$ cat src/rtl/fifo_byte_serializer_pkg.sv
// Shared types and widths for the fifo-to-byte-stream serializer.
package fifo_byte_serializer_pkg;

    localparam int FIFO_DATA_W = 32;
    localparam int BYTE_W      = 8;

    typedef enum logic [1:0] {
        IDLE = 2'd0,
        REQ  = 2'd1,
        WAIT = 2'd2,
        SEND = 2'd3
    } state_e;

endpackage

$ cat src/rtl/fifo_byte_serializer.sv
// Pops 32-bit words from the fifo read port and streams them out as four bytes
// over a valid/ready handshake, counting completed words and read errors.
module fifo_byte_serializer
    import fifo_byte_serializer_pkg::*;
#(
    parameter int BYTE_ORDER = 0,
    parameter int CNT_W      = 16
) (
    input  logic                   clk,
    input  logic                   reset_n,
    input  logic                   fifo_empty,
    input  logic                   fifo_rd_ack,
    input  logic                   fifo_rd_err,
    input  logic [FIFO_DATA_W-1:0] fifo_d_out,
    output logic                   fifo_rd_en,
    output logic [BYTE_W-1:0]      byte_out,
    output logic                   byte_valid,
    input  logic                   byte_ready,
    output logic                   busy,
    output logic [CNT_W-1:0]       words_done,
    output logic [7:0]             rd_err_cnt
);

    // Byte stream handshake: a byte moves on every rising edge where
    // byte_valid and byte_ready are both 1; byte_valid and byte_out stay
    // stable until that happens.

    state_e                 state_q, state_d;
    logic [FIFO_DATA_W-1:0] shift_q, shift_d;
    logic [1:0]             idx_q, idx_d;
    logic                   rd_en_q, rd_en_d;
    logic [BYTE_W-1:0]      byte_out_q, byte_out_d;
    logic                   byte_valid_q, byte_valid_d;
    logic                   busy_q, busy_d;
    logic [CNT_W-1:0]       words_done_q, words_done_d;
    logic [7:0]             rd_err_cnt_q, rd_err_cnt_d;

    logic [FIFO_DATA_W-1:0] mux_word;
    logic [1:0]             mux_idx;
    logic [1:0]             mux_lane;
    logic [BYTE_W-1:0]      mux_byte;

    // The next byte to present: byte 0 of the word arriving from the fifo, or
    // the following byte of the held word once the current one is accepted.
    always_comb begin
        mux_word = (state_q == WAIT) ? fifo_d_out : shift_q;
        mux_idx  = (state_q == WAIT) ? 2'd0 : (idx_q + 2'd1);
        mux_lane = (BYTE_ORDER != 0) ? (2'd3 - mux_idx) : mux_idx;
        case (mux_lane)
            2'd0:    mux_byte = mux_word[7:0];
            2'd1:    mux_byte = mux_word[15:8];
            2'd2:    mux_byte = mux_word[23:16];
            default: mux_byte = mux_word[31:24];
        endcase
    end

    always_comb begin
        state_d      = state_q;
        shift_d      = shift_q;
        idx_d        = idx_q;
        rd_en_d      = 1'b0;
        byte_out_d   = byte_out_q;
        byte_valid_d = byte_valid_q;
        words_done_d = words_done_q;
        rd_err_cnt_d = rd_err_cnt_q;

        case (state_q)
            IDLE: begin
                if (!fifo_empty) begin
                    state_d = REQ;
                    rd_en_d = 1'b1;
                end
            end
            REQ: begin
                state_d = WAIT;
            end
            WAIT: begin
                if (fifo_rd_ack) begin
                    shift_d      = fifo_d_out;
                    idx_d        = 2'd0;
                    byte_out_d   = mux_byte;
                    byte_valid_d = 1'b1;
                    state_d      = SEND;
                end else if (fifo_rd_err || !fifo_rd_ack) begin
                    // A missing acknowledge is counted the same as an explicit error.
                    if (rd_err_cnt_q != 8'hff) begin
                        rd_err_cnt_d = rd_err_cnt_q + 8'd1;
                    end
                    state_d = IDLE;
                end
            end
            SEND: begin
                if (byte_ready) begin
                    if (idx_q == 2'd3) begin
                        byte_valid_d = 1'b0;
                        byte_out_d   = '0;
                        idx_d        = 2'd0;
                        words_done_d = words_done_q + CNT_W'(1);
                        state_d      = IDLE;
                    end else begin
                        idx_d      = idx_q + 2'd1;
                        byte_out_d = mux_byte;
                    end
                end
            end
            default: state_d = IDLE;
        endcase

        busy_d = (state_d != IDLE);
    end

    always_ff @(posedge clk or negedge reset_n) begin
        if (!reset_n) begin
            state_q      <= IDLE;
            shift_q      <= '0;
            idx_q        <= '0;
            rd_en_q      <= 1'b0;
            byte_out_q   <= '0;
            byte_valid_q <= 1'b0;
            busy_q       <= 1'b0;
            words_done_q <= '0;
            rd_err_cnt_q <= '0;
        end else begin
            state_q      <= state_d;
            shift_q      <= shift_d;
            idx_q        <= idx_d;
            rd_en_q      <= rd_en_d;
            byte_out_q   <= byte_out_d;
            byte_valid_q <= byte_valid_d;
            busy_q       <= busy_d;
            words_done_q <= words_done_d;
            rd_err_cnt_q <= rd_err_cnt_d;
        end
    end

    assign fifo_rd_en = rd_en_q;
    assign byte_out   = byte_out_q;
    assign byte_valid = byte_valid_q;
    assign busy       = busy_q;
    assign words_done = words_done_q;
    assign rd_err_cnt = rd_err_cnt_q;

endmodule

$ cat config.mk
export PLATFORM = sky130hd
export DESIGN_NAME = fifo_byte_serializer
export DESIGN_NICKNAME = d
export VERILOG_FILES = /design/src/rtl/fifo_byte_serializer_pkg.sv /design/src/rtl/fifo_byte_serializer.sv
export SDC_FILE = /design/constraint.sdc
export NUM_CORES = 1
export LEC_CHECK = 0
export CAP_MARGIN = 10
export CORE_UTILIZATION = 50
export DETAILED_ROUTE_END_ITERATION = 8
export GPL_TIMING_DRIVEN = 0
export PLACE_DENSITY_LB_ADDON = 0.15
export RECOVER_POWER = 50
export REMOVE_ABC_BUFFERS = 1
export SLEW_MARGIN = 40
export SYNTH_ARGS = -nofsm -noshare
export SYNTH_HDL_FRONTEND = slang
export SYNTH_SLANG_ARGS = --single-unit
$ cat constraint.sdc
create_clock -name clk -period 1.98 [get_ports clk]
set_input_delay 0.495 -clock clk [delete_from_list [all_inputs] [get_ports clk]]
set_output_delay 0.495 -clock clk [all_outputs]
set_load 0.02 [all_outputs]
After elaboration in Yosys (flattened, before gate mapping)
Index checks and enable logic that the tools add are counted.
- flip-flop bits (word level): 71
- input bits: 38
- word-level logic and storage cells: 57
- add/subtract/negate cells: 3
- equal/unequal tests: 10
- muxes and demuxes: 23
- bitwise operators: 1
- reductions and logical operators: 11
- operators with widths (cell ; count):
    $mux W32 ; 1
    $mux W8 ; 3
    $pmux W8 S3 ; 1
    $mux W2 ; 9
    $add A16 B1 Y16 const B ; 1
    $pmux W8 S2 ; 1
    $add A8 B1 Y8 const B ; 1
    $eq A2 B2 Y1 const B ; 4
    $ne A8 B8 Y1 const B ; 1
    $pmux W2 S4 ; 1
    $reduce_and A4 Y1 ; 2
    $ne A2 B2 Y1 const B ; 3
    $reduce_and A3 Y1 ; 2
    $mux W1 ; 5
    $eq A2 B1 Y1 const B ; 2
    $logic_not A2 Y1 ; 2
    $pmux W2 S2 ; 1
    $reduce_bool A2 Y1 ; 2
    $add A2 B1 Y2 const B ; 1
    $pmux W1 S2 ; 1
    $reduce_and A2 Y1 ; 1
    $logic_not A1 Y1 ; 1
    $logic_or A1 B1 Y1 ; 1
    $not A1 Y1 ; 1

Logic depth before layout (Yosys ltp)
- depth after elaboration: 7
- mapped depth: 7

Worst setup path before layout
No wires, ideal clock.
- path kind: reg2reg
- from: register rd_err_cnt_q[4], in the netlist rd_err_cnt[4]
- to: register rd_err_cnt_q[1], in the netlist rd_err_cnt[1]
- data arrival time: 1.392 ns
- data required time: 1.855 ns
- slack: 0.464 ns
- cell stages (with the launch flop): 5
- path buffers: 0
- clock period less this slack: 1.516 ns
- cell sequence: dfrtp_1 > and4_1 > nand2_1 > o21ai_1 > mux2_2
- longest elaborated chain between the ends: 2
- ends and longest elaborated chain (element ; line ; source):
    from (decl) ; fifo_byte_serializer.sv:36 ; logic [7:0] rd_err_cnt_q, rd_err_cnt_d;
    from (signal assigned) ; fifo_byte_serializer.sv:132 ; rd_err_cnt_q <= rd_err_cnt_d;
    $ne A8 B8 Y1 ; fifo_byte_serializer.sv:86 ; if (rd_err_cnt_q != 8'hff) begin
    $reduce_and A4 Y1 (no line) ; -- ;
No other way between the ends.
A chain may end at the register's enable or synchronous reset.

Worst setup path in the final report
- from: register words_done_q[4], in the netlist words_done[4]
- to: output port words_done[4]
- RTL lines (element ; line ; source):
    from (decl) ; fifo_byte_serializer.sv:35 ; logic [CNT_W-1:0] words_done_q, words_done_d;
    from (signal assigned) ; fifo_byte_serializer.sv:131 ; words_done_q <= words_done_d;
    to (decl) ; fifo_byte_serializer.sv:20 ; output logic [CNT_W-1:0] words_done,
No word-level cell between the ends.

==> impl_summary.md <==
Logic synthesis
The post-synthesis cell type count is 34. The number of enable flip-flop cells after synthesis is 0. In the post-synthesis netlist, the biggest area contributors are dfrtp_1, nand2_1, mux4_2. The Yosys step of the flow raised 0 warnings. In the synthesized netlist, the cells that appear most often are nand2_1, dfrtp_1, xnor2_1. A synthesized cell averages 10.2 um^2. The post-synthesis instance area is between 3000 and 4000 um^2. The most common cell in the synthesized netlist is nand2_1. The leading register cell type out of synthesis is dfrtp_1. The synthesized design contains 71 register bits. The share of the synthesized area in the top cell type is a little under three fifths. The sequential fraction of the synthesis area is between 50% and 60%. After synthesis, the share of flip-flops with an asynchronous set or reset is 100%.

The instance count of the mapped netlist is approximately 310. dfrtp_1 takes more of the synthesized area than any other cell.

Die
The initial utilization of the core area, before any placement, comes to a little over half. The die extent in y is about 80 um. The horizontal extent of the die is between 80 and 90 um.

The row count is 28. The area enclosed by the die boundary is 6660 um^2. In this run the standard cell core region covers 6030 um^2. 73 I/O pins were placed.

Min path
The type of the most critical hold path is flip-flop to flip-flop. Counting instances, the worst hold path has a depth of 1.

Clock network
The tree built by TritonCTS fans out to 71 sinks. The number of setup buffers added after CTS is 0. In this run the clock root is driven by a clkbuf_8. TritonCTS built the clock tree. The clock passes through at most 2 buffers. Counting the buffers created by CTS gives 9. The number of levels the H-tree was split into is 3. Clock-pin slew was measured on the worst setup and hold paths at approximately 70 ps. For the worst-skew pair, the clock arrives at the later sink with an insertion delay of 340 ps.

Worst setup path
Among all stages on the critical path, the largest delay is contributed by clkdlybuf4s50_1. The number of buffer and inverter stages on the critical path is 1. Of all nets on the critical path, the largest fanout is 5. The highest cell delay on the worst timing path is 650 ps. The required time of the worst setup path is about 1500 ps. Tracing the worst setup path back leads to its startpoint at words_done[4]$_DFFE_PN0P_.

The launch point of the worst reg-to-reg path is idx_q[0]$_DFFE_PN0P_. STA classifies the critical path startpoint as a flip-flop. In this run the number of cells on the critical path is 1. The worst setup path is captured at an output port. The endpoint of the lowest-slack register-to-register path is words_done[8]$_DFFE_PN0P_. The critical path is of the flip-flop to output port type. The critical path arrival is about 1400 ps.

The setup check on the worst reg-to-reg path leaves a slack of between 150 and 200 ps. The number of cells on the worst reg-to-reg path is 5. The critical path ends at words_done[4].

The signal on the critical path passes through clkdlybuf4s50_1. The cell family with the largest share of critical-path delay is buffers and inverters.

Power and ir drop
The portion of total power attributed to the clock network is around a fifth. The logic gate share of total power is around a third. For this design the static power due to leakage is ~1.9 nW. The internal portion of the total power is between 3 and 4 mW. Of the total power, registers draw 44.3%. The switching power is about 1.8 mW. The areal power density over the cells is 1280 nW/um^2. The completed layout was analyzed and its total power is about 5.3 mW. Net switching is between 30% and 40% of the power. The highest ir drop seen on vdd is 742 uV.

Timing
The post-route clock period utilization is 96.1%. The maximum clock frequency is approximately 530 MHz. For the pin with the worst max-slew slack, the measured transition is 634 ps. The worst path meets setup with ~77 ps of slack. The total count of max-transition violations in the final report is 0. The tightest hold path in the finished design has a slack of about 470 ps. The time the final worst path needs with I/O delays and setup is 1900 ps. The worst slew margin relative to its limit is between 50% and 60%. Setup repair after global routing left no endpoint under its margin. The final hold violation count is 0. The worst clock skew is approximately 8 ps. The setup-violating endpoint count in the final report is 0.

Detailed routing
The wire length per cell is 13.7 um. The number of detailed-routing iterations run before antenna repair is 5. After the first detailed-routing iteration, the DRC count stood at 130.

Once detail routing completed, the nets flagged for antenna violations numbered 0. The total length of routed wires is approximately 6.3 mm. After detailed routing, the number of vias per cell comes to around 5.2. The via count is 2428. After detailed routing, the number of remaining DRC violations is 0.

Placed design
The number of placed instances, taps included is approximately 450. The worst setup slack before clock tree synthesis is -258 ps. In this run the tool buffered the top-level ports with between 70 and 80 buffer cells.

At the end of routability-driven placement, the weighted congestion stood at just under 0.8. Detailed placement ended at an HPWL of about 4.3 mm.

Global route
The all-layer global routing usage is a little over a fifth. Entering global routing, the biggest net connects 48 pins. The global-route wire length before repair is 10.5 mm. The sum of overflow across all layers after global routing is 0. The number of global-route vias before repair is roughly 2400.

The initial antenna violation count came to 0.

Layout
Excluding fillers, the count of instances in the completed layout stands at between 400 and 500. The share of final-layout standard cells stronger than drive strength 1 is under 10%. The number of nets in the finished design is 424. The repair_antennas step left the layout with diodes totalling 0.

The synthesis-to-layout area growth is 30.3%.

Outcome
The flow ran to the end, and the final reports show no timing, DRC or antenna violations.

Job
Max-cap violations in this run came to 0.
[logic make-up (layout without fill, tap and decap cells)]
family	after synthesis	after routing	share of synthesized area (%)
AO/OA/AOI/OAI	28	28	5.37
XOR/XNOR	19	19	5.25
adder cells (fa/ha/maj)	3	3	1.18
buffers and inverters	23	99	3.51
flip-flops	71	71	56.0
multiplexers	11	11	6.75
AND/OR/NAND/NOR	156	157	21.9
[routing by layer]
| metal | global-route usage (%) | up-vias | share of wire, % |
|---|---|---|---|
| li1 | - | 1172 | - |
| met1 | 26.1 | 1163 | 44 |
| met2 | 35.6 | 79 | 49 |
| met3 | 4.33 | 14 | 5.2 |
| met4 | 11.4 | 0 | 2.3 |
| met5 | 0 | - | 0 |
[how the worst min path moves through the flow]
stage,start,end,slack (ps)
floorplan,reset_n,busy$_DFF_PN0_,200
global placement,shift_q[29]$_DFFE_PN0P_,shift_q[29]$_DFFE_PN0P_,450
detailed placement,reset_n,words_done[12]$_DFFE_PN0P_,370
CTS,shift_q[18]$_DFFE_PN0P_,shift_q[18]$_DFFE_PN0P_,480
global route,shift_q[12]$_DFFE_PN0P_,shift_q[12]$_DFFE_PN0P_,490
finish,words_done[15]$_DFFE_PN0P_,words_done[15]$_DFFE_PN0P_,470
[timing repair]
action                                  CTS  global route
pin swaps                                 0             1
gates cloned                              0             1
hold endpoints to repair                  7             0
hold buffers                              1             0
resized for setup                         2             3
endpoints found under the setup margin    8             8
[flip-flops by register name (all words and copies together), names as in the netlist]
signal and count:
shift_q 32, words_done 16, byte_out 8, rd_err_cnt 8, idx_q 2, state_q 2
busy 1, byte_valid 1, fifo_rd_en 1
[power groups by stage]
| stage | Combinational, mW | Sequential, mW | Clock [mW] |
|---|---|---|---|
| finish | 1.83 | 2.35 | 1.12 |
| detailed placement | 1.85 | 2.36 | 0 |
| global route | 2.05 | 2.42 | 1.22 |
| CTS | 1.85 | 2.35 | 1.15 |
| floorplan | 1.02 | 2.44 | 0 |
| global placement | 1.76 | 2.35 | 0 |
[area by class of cell]
cell class	instances	area (um^2)
clock buffers	12	145
clock inverters	4	45.0
fillers	487	1890
inverters	9	33.8
multi-input cells	218	1280
flip-flops and latches	71	1780
well taps	75	93.8
repair buffers	74	752
[metrics by stage]
stage / instance area (um^2) / utilization, % / setup TNS, ps
after detailed placement: 3950 / 65.5 / -7070
after global placement: 3900 / 64.7 / -198890
final: 4130 / 68.6 / 0
after CTS: 4150 / 68.9 / 0
after floorplan: 3090 / - / -6460
after global routing: 4130 / 68.6 / 0
[cell usage in the layout (no fill, tap or decap), types with 2 or more instances in the layout]
cell type / instances
nand3_1: 7
nand4_1: 5
xnor2_1: 15
nor3_1: 2
clkbuf_8: 10
xor2_1: 4
and4_1: 2
clkinv_2: 3
ha_1: 2
dfrtp_1: 70
inv_1: 9
and3_1: 4
nor2_1: 8
a21oi_1: 5
mux2_2: 3
a22oi_1: 8
mux4_2: 8
nor4_1: 2
clkdlybuf4s50_1: 69
o21ai_0: 12
nand2_1: 118
clkbuf_1: 3
Power figures use the tool's default switching activity.
